## config.mk

```make
export PLATFORM = sky130hd
export DESIGN_NAME = pipelined_shifter_flat
export DESIGN_NICKNAME = d
export VERILOG_FILES = /design/src/rtl/pipelined_shifter_pkg.sv /design/src/rtl/pipelined_shifter_if.sv /design/src/rtl/pipelined_shifter_shift_level.sv /design/src/rtl/pipelined_shifter.sv /design/src/flat_wrapper.sv
export SDC_FILE = /design/constraint.sdc
export NUM_CORES = 1
export LEC_CHECK = 0
export ABC_CLOCK_PERIOD_IN_PS = 5880
export CAP_MARGIN = 15
export CORE_MARGIN = 2
export CORE_UTILIZATION = 41
export DETAILED_ROUTE_END_ITERATION = 6
export SYNTH_ARGS = -nofsm -noshare
export SYNTH_HDL_FRONTEND = slang
export SYNTH_SLANG_ARGS = --single-unit
```

## constraint.sdc

```tcl
create_clock -name clk -period 5.88 [get_ports clk]
set_input_delay 1.176 -clock clk [delete_from_list [all_inputs] [get_ports clk]]
set_output_delay 1.176 -clock clk [all_outputs]
set_load 0.005 [all_outputs]
```

## src/rtl/pipelined_shifter_pkg.sv

```systemverilog
// Shared types for the pipelined shifter: opcode and fill-type encodings
// carried alongside data through the shift levels.
package pipelined_shifter_pkg;

    typedef enum logic [2:0] {
        OP_LSL = 3'b000,
        OP_LSR = 3'b001,
        OP_ASR = 3'b010,
        OP_ROR = 3'b011,
        OP_ROL = 3'b100
    } op_e;

    typedef enum logic [1:0] {
        FILL_ZERO = 2'b00,
        FILL_SIGN = 2'b01,
        FILL_WRAP = 2'b10
    } fill_e;

    localparam int unsigned OP_W = 3;

    // Codes 101..111 have no shift meaning; such items pass through unchanged.
    function automatic logic is_illegal_op(input logic [OP_W-1:0] op);
        return (op > OP_ROL);
    endfunction

endpackage

```

## src/rtl/pipelined_shifter_if.sv

```systemverilog
// Request/response bundle between the ALU issue logic (master) and the shifter (slave).
interface pipelined_shifter_if #(
    parameter int unsigned WIDTH = 32
);
    logic             in_valid;
    logic             in_ready;
    logic [WIDTH-1:0] a;
    logic [WIDTH-1:0] b;
    logic [2:0]       op;
    logic             out_valid;
    logic             out_ready;
    logic [WIDTH-1:0] result;
    logic             illegal_op;

    modport master (
        output in_valid, a, b, op, out_ready,
        input  in_ready, out_valid, result, illegal_op
    );

    modport slave (
        input  in_valid, a, b, op, out_ready,
        output in_ready, out_valid, result, illegal_op
    );
endinterface

```

## src/rtl/pipelined_shifter_shift_level.sv

```systemverilog
// One conditional right-shift level by DIST plus its pipeline register; the
// level acts on shamt bit log2(DIST) and forwards all side-band state.
module shift_level
    import pipelined_shifter_pkg::*;
#(
    parameter int unsigned WIDTH   = 32,
    parameter int unsigned DIST    = 1,
    parameter int unsigned SHAMT_W = $clog2(WIDTH)
) (
    input  logic               clk,
    input  logic               clr,
    input  logic               i_en,
    input  logic               i_valid,
    input  logic [WIDTH-1:0]   i_data,
    input  logic [SHAMT_W-1:0] i_shamt,
    input  fill_e              i_fill,
    input  logic               i_rev,
    input  logic               i_ovf,
    input  logic               i_ill,
    output logic               o_valid,
    output logic [WIDTH-1:0]   o_data,
    output logic [SHAMT_W-1:0] o_shamt,
    output fill_e              o_fill,
    output logic               o_rev,
    output logic               o_ovf,
    output logic               o_ill
);

    localparam int unsigned BIT = $clog2(DIST);

    logic [DIST-1:0]    w_fill;
    logic [WIDTH-1:0]   w_data;

    logic               r_valid;
    logic [WIDTH-1:0]   r_data;
    logic [SHAMT_W-1:0] r_shamt;
    fill_e              r_fill;
    logic               r_rev;
    logic               r_ovf;
    logic               r_ill;

    always_comb begin
        w_fill = '0;
        case (i_fill)
            FILL_SIGN: w_fill = {DIST{i_data[WIDTH-1]}};
            FILL_WRAP: w_fill = i_data[DIST-1:0];
            default:   w_fill = '0;
        endcase
        w_data = i_shamt[BIT] ? {w_fill, i_data[WIDTH-1:DIST]} : i_data;
    end

    // Whole stage clears on reset so the final level presents result=0.
    always_ff @(posedge clk) begin
        if (clr) begin
            r_valid <= 1'b0;
            r_data  <= '0;
            r_shamt <= '0;
            r_fill  <= FILL_ZERO;
            r_rev   <= 1'b0;
            r_ovf   <= 1'b0;
            r_ill   <= 1'b0;
        end else if (i_en) begin
            r_valid <= i_valid;
            r_data  <= w_data;
            r_shamt <= i_shamt;
            r_fill  <= i_fill;
            r_rev   <= i_rev;
            r_ovf   <= i_ovf;
            r_ill   <= i_ill;
        end
    end

    assign o_valid = r_valid;
    assign o_data  = r_data;
    assign o_shamt = r_shamt;
    assign o_fill  = r_fill;
    assign o_rev   = r_rev;
    assign o_ovf   = r_ovf;
    assign o_ill   = r_ill;

endmodule

```

## src/rtl/pipelined_shifter.sv

```systemverilog
// Pipelined barrel shifter/rotator: input normalisation to a right shift,
// SHAMT_W registered shift levels, output reversal and overflow fill.
module pipelined_shifter
    import pipelined_shifter_pkg::*;
#(
    parameter int unsigned WIDTH   = 32,
    parameter int unsigned SHAMT_W = $clog2(WIDTH)
) (
    input  logic                clk,
    input  logic                clr,
    pipelined_shifter_if.slave  bus
);

    localparam int unsigned L = SHAMT_W;

    logic               w_advance;
    logic               w_accept;

    logic [WIDTH-1:0]   w_a_rev;
    logic [WIDTH-1:0]   w_n_data;
    logic [SHAMT_W-1:0] w_n_shamt;
    fill_e              w_n_fill;
    logic               w_n_rev;
    logic               w_n_ovf;
    logic               w_n_ill;
    logic               w_b_hi;

    logic               w_valid [L+1];
    logic [WIDTH-1:0]   w_data  [L+1];
    logic [SHAMT_W-1:0] w_shamt [L+1];
    fill_e              w_fill  [L+1];
    logic               w_rev   [L+1];
    logic               w_ovf   [L+1];
    logic               w_ill   [L+1];

    logic [WIDTH-1:0]   w_last;
    logic [WIDTH-1:0]   w_last_rev;
    logic [WIDTH-1:0]   w_result;

    assign w_advance  = bus.out_ready | ~w_valid[L];
    assign bus.in_ready = w_advance & ~clr;
    assign w_accept   = bus.in_valid & bus.in_ready;
    assign w_b_hi     = |bus.b[WIDTH-1:SHAMT_W];

    // Left shifts and left rotates become right operations on the
    // bit-reversed operand; the reversal is undone at the output.
    always_comb begin
        w_a_rev   = '0;
        w_n_rev   = 1'b0;
        w_n_fill  = FILL_ZERO;
        w_n_ovf   = 1'b0;
        w_n_ill   = 1'b0;
        for (int unsigned i = 0; i < WIDTH; i++) begin
            w_a_rev[i] = bus.a[WIDTH-1-i];
        end
        case (bus.op)
            OP_LSL: begin
                w_n_rev  = 1'b1;
                w_n_fill = FILL_ZERO;
                w_n_ovf  = w_b_hi;
            end
            OP_LSR: begin
                w_n_fill = FILL_ZERO;
                w_n_ovf  = w_b_hi;
            end
            OP_ASR: begin
                w_n_fill = FILL_SIGN;
                w_n_ovf  = w_b_hi;
            end
            OP_ROR: begin
                w_n_fill = FILL_WRAP;
            end
            OP_ROL: begin
                w_n_rev  = 1'b1;
                w_n_fill = FILL_WRAP;
            end
            default: begin
                w_n_ill  = is_illegal_op(bus.op);
            end
        endcase
        w_n_data  = w_n_rev ? w_a_rev : bus.a;
        w_n_shamt = w_n_ill ? '0 : bus.b[SHAMT_W-1:0];
    end

    assign w_valid[0] = w_accept;
    assign w_data[0]  = w_n_data;
    assign w_shamt[0] = w_n_shamt;
    assign w_fill[0]  = w_n_fill;
    assign w_rev[0]   = w_n_rev;
    assign w_ovf[0]   = w_n_ovf;
    assign w_ill[0]   = w_n_ill;

    for (genvar g = 0; g < L; g++) begin : g_level
        shift_level #(
            .WIDTH   (WIDTH),
            .DIST    (1 << g),
            .SHAMT_W (SHAMT_W)
        ) u_level (
            .clk     (clk),
            .clr     (clr),
            .i_en    (w_advance),
            .i_valid (w_valid[g]),
            .i_data  (w_data[g]),
            .i_shamt (w_shamt[g]),
            .i_fill  (w_fill[g]),
            .i_rev   (w_rev[g]),
            .i_ovf   (w_ovf[g]),
            .i_ill   (w_ill[g]),
            .o_valid (w_valid[g+1]),
            .o_data  (w_data[g+1]),
            .o_shamt (w_shamt[g+1]),
            .o_fill  (w_fill[g+1]),
            .o_rev   (w_rev[g+1]),
            .o_ovf   (w_ovf[g+1]),
            .o_ill   (w_ill[g+1])
        );
    end

    // Sign fill keeps the MSB equal to the captured sign, so an ASR
    // overflow can take its fill straight from the final data word.
    always_comb begin
        w_last     = w_data[L];
        w_last_rev = '0;
        for (int unsigned i = 0; i < WIDTH; i++) begin
            w_last_rev[i] = w_last[WIDTH-1-i];
        end
        w_result = w_rev[L] ? w_last_rev : w_last;
        if (w_ovf[L]) begin
            w_result = (w_fill[L] == FILL_SIGN) ? {WIDTH{w_last[WIDTH-1]}} : '0;
        end
    end

    assign bus.out_valid  = w_valid[L];
    assign bus.result     = w_result;
    assign bus.illegal_op = w_ill[L];

endmodule

```

## src/flat_wrapper.sv

```systemverilog
// flat-port wrapper written by rule: the top's interface ports become plain ports
module pipelined_shifter_flat import pipelined_shifter_pkg::*;
#(
    parameter int unsigned WIDTH   = 32,
    parameter int unsigned SHAMT_W = $clog2(WIDTH)
)
  (clk, clr, bus_in_valid, bus_a, bus_b, bus_op, bus_out_ready, bus_in_ready, bus_out_valid, bus_result, bus_illegal_op);
  pipelined_shifter_if #(.WIDTH(WIDTH)) bus_i ();
  input  logic clk;
  input  logic clr;
  input wire logic [$bits(bus_i.in_valid)-1:0] bus_in_valid;
  input wire logic [$bits(bus_i.a)-1:0] bus_a;
  input wire logic [$bits(bus_i.b)-1:0] bus_b;
  input wire logic [$bits(bus_i.op)-1:0] bus_op;
  input wire logic [$bits(bus_i.out_ready)-1:0] bus_out_ready;
  output wire logic [$bits(bus_i.in_ready)-1:0] bus_in_ready;
  output wire logic [$bits(bus_i.out_valid)-1:0] bus_out_valid;
  output wire logic [$bits(bus_i.result)-1:0] bus_result;
  output wire logic [$bits(bus_i.illegal_op)-1:0] bus_illegal_op;
  assign bus_i.in_valid = bus_in_valid;
  assign bus_i.a = bus_a;
  assign bus_i.b = bus_b;
  assign bus_i.op = bus_op;
  assign bus_i.out_ready = bus_out_ready;
  assign bus_in_ready = bus_i.in_ready;
  assign bus_out_valid = bus_i.out_valid;
  assign bus_result = bus_i.result;
  assign bus_illegal_op = bus_i.illegal_op;
  pipelined_shifter #(.WIDTH(WIDTH), .SHAMT_W(SHAMT_W)) u_core (.clk(clk), .clr(clr), .bus(bus_i));
endmodule
```

==> summary.txt <==
Outcome
  • Outcome: finished clean

Clock tree
  • Hold-fix buffers, CTS: 0
  • Post-CTS Setup Inserts: 0
  • Root buf cell: clkbuf_16
  • PostCTS Resize Cnt: 0
  • H-tree Lvls: 4
  • Clk sinks: 200
  • Clk pin slew, worst setup/hold paths: 0.07 ns
  • CTS Buffer Depth: 2
  • TritonCTS buffer count: 17
  • CTS tree: done
  • Later-pin clock latency in the skew report: 0.43 ns

Global routing
  • First-pass GRT wire length: 37600 um
  • Gr ovfl total: 0
  • Vias in the first global route: 7266
  • Initial antenna violation count: 0
  • Total GRT Usage: 0.178
  • Pin count of the biggest net entering global routing: 109

Route
  • Vias: 7893
  • First-pass DRT Iterations: 5
  • Starting DRC count in detailed routing: 534
  • Post-route ant nets: 0
  • DRC viols: 0
  • Routed wire length per instance: 15.4 um
  • Drt total wl: 22700 um
  • Routed vias/inst: 5.34

Synthesis
  • Syn nets: 1204
  • Yosys top cell by area: dfxtp_1
  • Synth Warn #: 0
  • Sequential area share after synthesis: 0.404
  • Count of distinct cell types in the synthesized netlist: 34
  • Mapped Cells: 1122
  • Share of the synthesized area in the top cell type: 0.404
  • Cell area after synthesis: 9900 um2
  • Synth area leaders: dfxtp_1 40%, mux2i_1 16%, a211oi_1 7.7%
  • Avg Cell Area, Syn: 8.82 um2
  • Synth Register Bits: 200

Place
  • Detailed placer's ending HPWL: 15600 um
  • Placer Congestion: 0.739
  • Quantity of I/O buffers inserted on ports: 105

Cells and area
  • Fillcell total: 2347
  • Synth-to-layout area growth: 16.8%
  • Most frequent cells in the layout: 199 x dfxtp_1, 162 x mux2i_1, 138 x nor2_1
  • Fin util: 0.490
  • Layout cells sized above 1: 0.0707
  • Final net count: 1229
  • Commonest non-fill, non-tap cell in the layout: dfxtp_1
  • Number of diodes: 0

STA
  • Unrepaired setup endpoints after global routing: no
  • Final setup violation count: 0
  • Worst slew margin: 0.251
  • Fmax: 229 MHz
  • Final min period: 4.37 ns
  • Fin Clk Skew: 0.00618 ns
  • Fin Setup TNS: 0 ns
  • Slew @ Worst Pin: 1.12 ns
  • Count of final max-slew check failures: 0
  • Final Cycle Share: 0.743
  • Final hold vios: 0

Floorplan
  • Std-Cell Rows: 56
  • Core area: 23600 um2
  • Initial Util: 0.419
  • Ports: 106
  • DIE HEIGHT: 159 um
  • DIE WIDTH: 159 um
  • Die area: 25400 um2

Setup path
  • Crit path DAT: 3.19 ns
  • Reg2reg setup slack: 3.50 ns
  • CP max-delay cell: clkdlybuf4s50_1
  • Setup crit start kind: primary input
  • Critical Path, Cell by Cell: clkdlybuf4s50_1 -> nand2b_4 -> nand2b_1 -> buf_4 -> inv_1 -> clkdlybuf4s50_1
  • CP Data Required Time: 4.70 ns
  • Max FO, Critical Path: 56
  • Max incr delay on CP: 0.53 ns
  • CP dominant cell by count: clkdlybuf4s50_1
  • Setup Crit Path Kind: in -> out
  • Worst setup EP type: primary output
  • Reg2Reg Depth: 5

Power
  • P_leak: 0.00394 uW
  • Power Dens Cells: 253 nW/um2
  • Peak supply drop: 0.000179 V

Run
  • Max Cap Viol: 0

Hold path
  • HP Class: reg -> reg
  • Hold Path Depth: 2
[routing by layer]
layer | vias to the layer above | GRT usage | routed length [um]
li1 | 4101 | - | -
met1 | 3620 | 0.239 | 11000
met2 | 155 | 0.297 | 10700
met3 | 17 | 0.0344 | 810
met4 | 0 | 0.0405 | 188
met5 | - | 0 | 0
[through the flow]
| stage | instance area (um2) | total power, uW | std cells | setup WS (ns) | hold WS, ns |
|---|---|---|---|---|---|
| floorplan | 9900 | 1680 | 1122 | 2.81 | 0.427 |
| global placement | 11000 | 1790 | 1447 | 1.49 | 0.436 |
| detailed placement | 11000 | 1790 | 1447 | 1.52 | 0.440 |
| CTS | 11600 | 2950 | 1479 | 1.46 | 0.451 |
| global route | 11600 | 3040 | 1479 | 1.21 | 0.475 |
| finish | 11600 | 2920 | 1479 | 1.51 | 0.451 |
[sequential cells by signal (all words and copies together), names as in the netlist]
name                            cells
u_core.g_level.u_level.o_rev        5
u_core.g_level.u_level.o_valid      5
u_core.g_level.u_level.o_data     160
u_core.g_level.u_level.o_ovf        5
u_core.g_level.u_level.o_fill      10
u_core.g_level.u_level.o_shamt     10
u_core.g_level.u_level.o_ill        5
[Yosys cell counts]
cell	instances
a211oi_1	101
a21oi_1	40
a22oi_1	27
a311oi_1	3
a311oi_2	1
buf_1	9
buf_2	28
buf_4	4
clkbuf_1	69
dfxtp_1	200
ha_1	11
inv_1	40
mux2_2	31
mux2i_1	162
nand2_1	72
nand2_2	1
nand2b_1	6
nand3_1	5
nand3b_1	30
nand4_1	1
nand4b_1	4
nor2_1	138
nor2_8	1
nor2b_1	3
nor3_1	3
nor4_1	6
o21a_1	1
o21ai_0	65
o21ai_1	29
o21ai_4	1
o21bai_1	1
o221ai_1	26
or3b_2	2
or4b_1	1
[layout make-up]
class / instances / area [um2] / share of cell area
Multi-Input combinational cell: 772 / 5300 / 0.458
Sequential cell: 200 / 4010 / 0.346
Timing Repair Buffer: 116 / 1130 / 0.0978
Clock buffer: 21 / 460 / 0.0398
Tap cell: 319 / 399 / 0.0345
Inverter: 40 / 150 / 0.0130
Clock inverter: 11 / 123 / 0.0106
[where the power goes]
| part | internal, uW | leakage (uW) | switching [uW] |
|---|---|---|---|
| logic | 153 | 0.00202 | 134 |
| clock network | 650 | 0.000287 | 509 |
| registers | 1420 | 0.00163 | 55.5 |
| total | 2220 | 0.00394 | 699 |
[worst max-delay path, delay by kind of cell]
kind	cells	cell delay, ns
buffers and inverters	4	1.38
and+or+nand+nor	2	0.63
[kinds of logic (layout without fill, tap and decap cells)]
logic type	after synthesis	in the layout	share of synthesized area
multiplexers	193	193	0.199
AND/OR/NAND/NOR	273	273	0.126
flip-flops	200	200	0.404
AO/OA/AOI/OAI	295	295	0.195
adder cells (fa/ha/maj)	11	11	0.0139
buffers and inverters	150	188	0.0619
[path summary, 6_finish.rpt]
| check | startpoint | end |
|---|---|---|
| max | bus_out_ready | bus_in_ready |
| min | u_core.g_level[3].u_level.o_valid | u_core.g_level[3].u_level.o_valid |
| max reg2reg | u_core.g_level[4].u_level.o_valid | u_core.g_level[4].u_level.o_data[17] |
| min reg2reg | u_core.g_level[3].u_level.o_valid | u_core.g_level[3].u_level.o_valid |
Power figures use the tool's default switching activity.
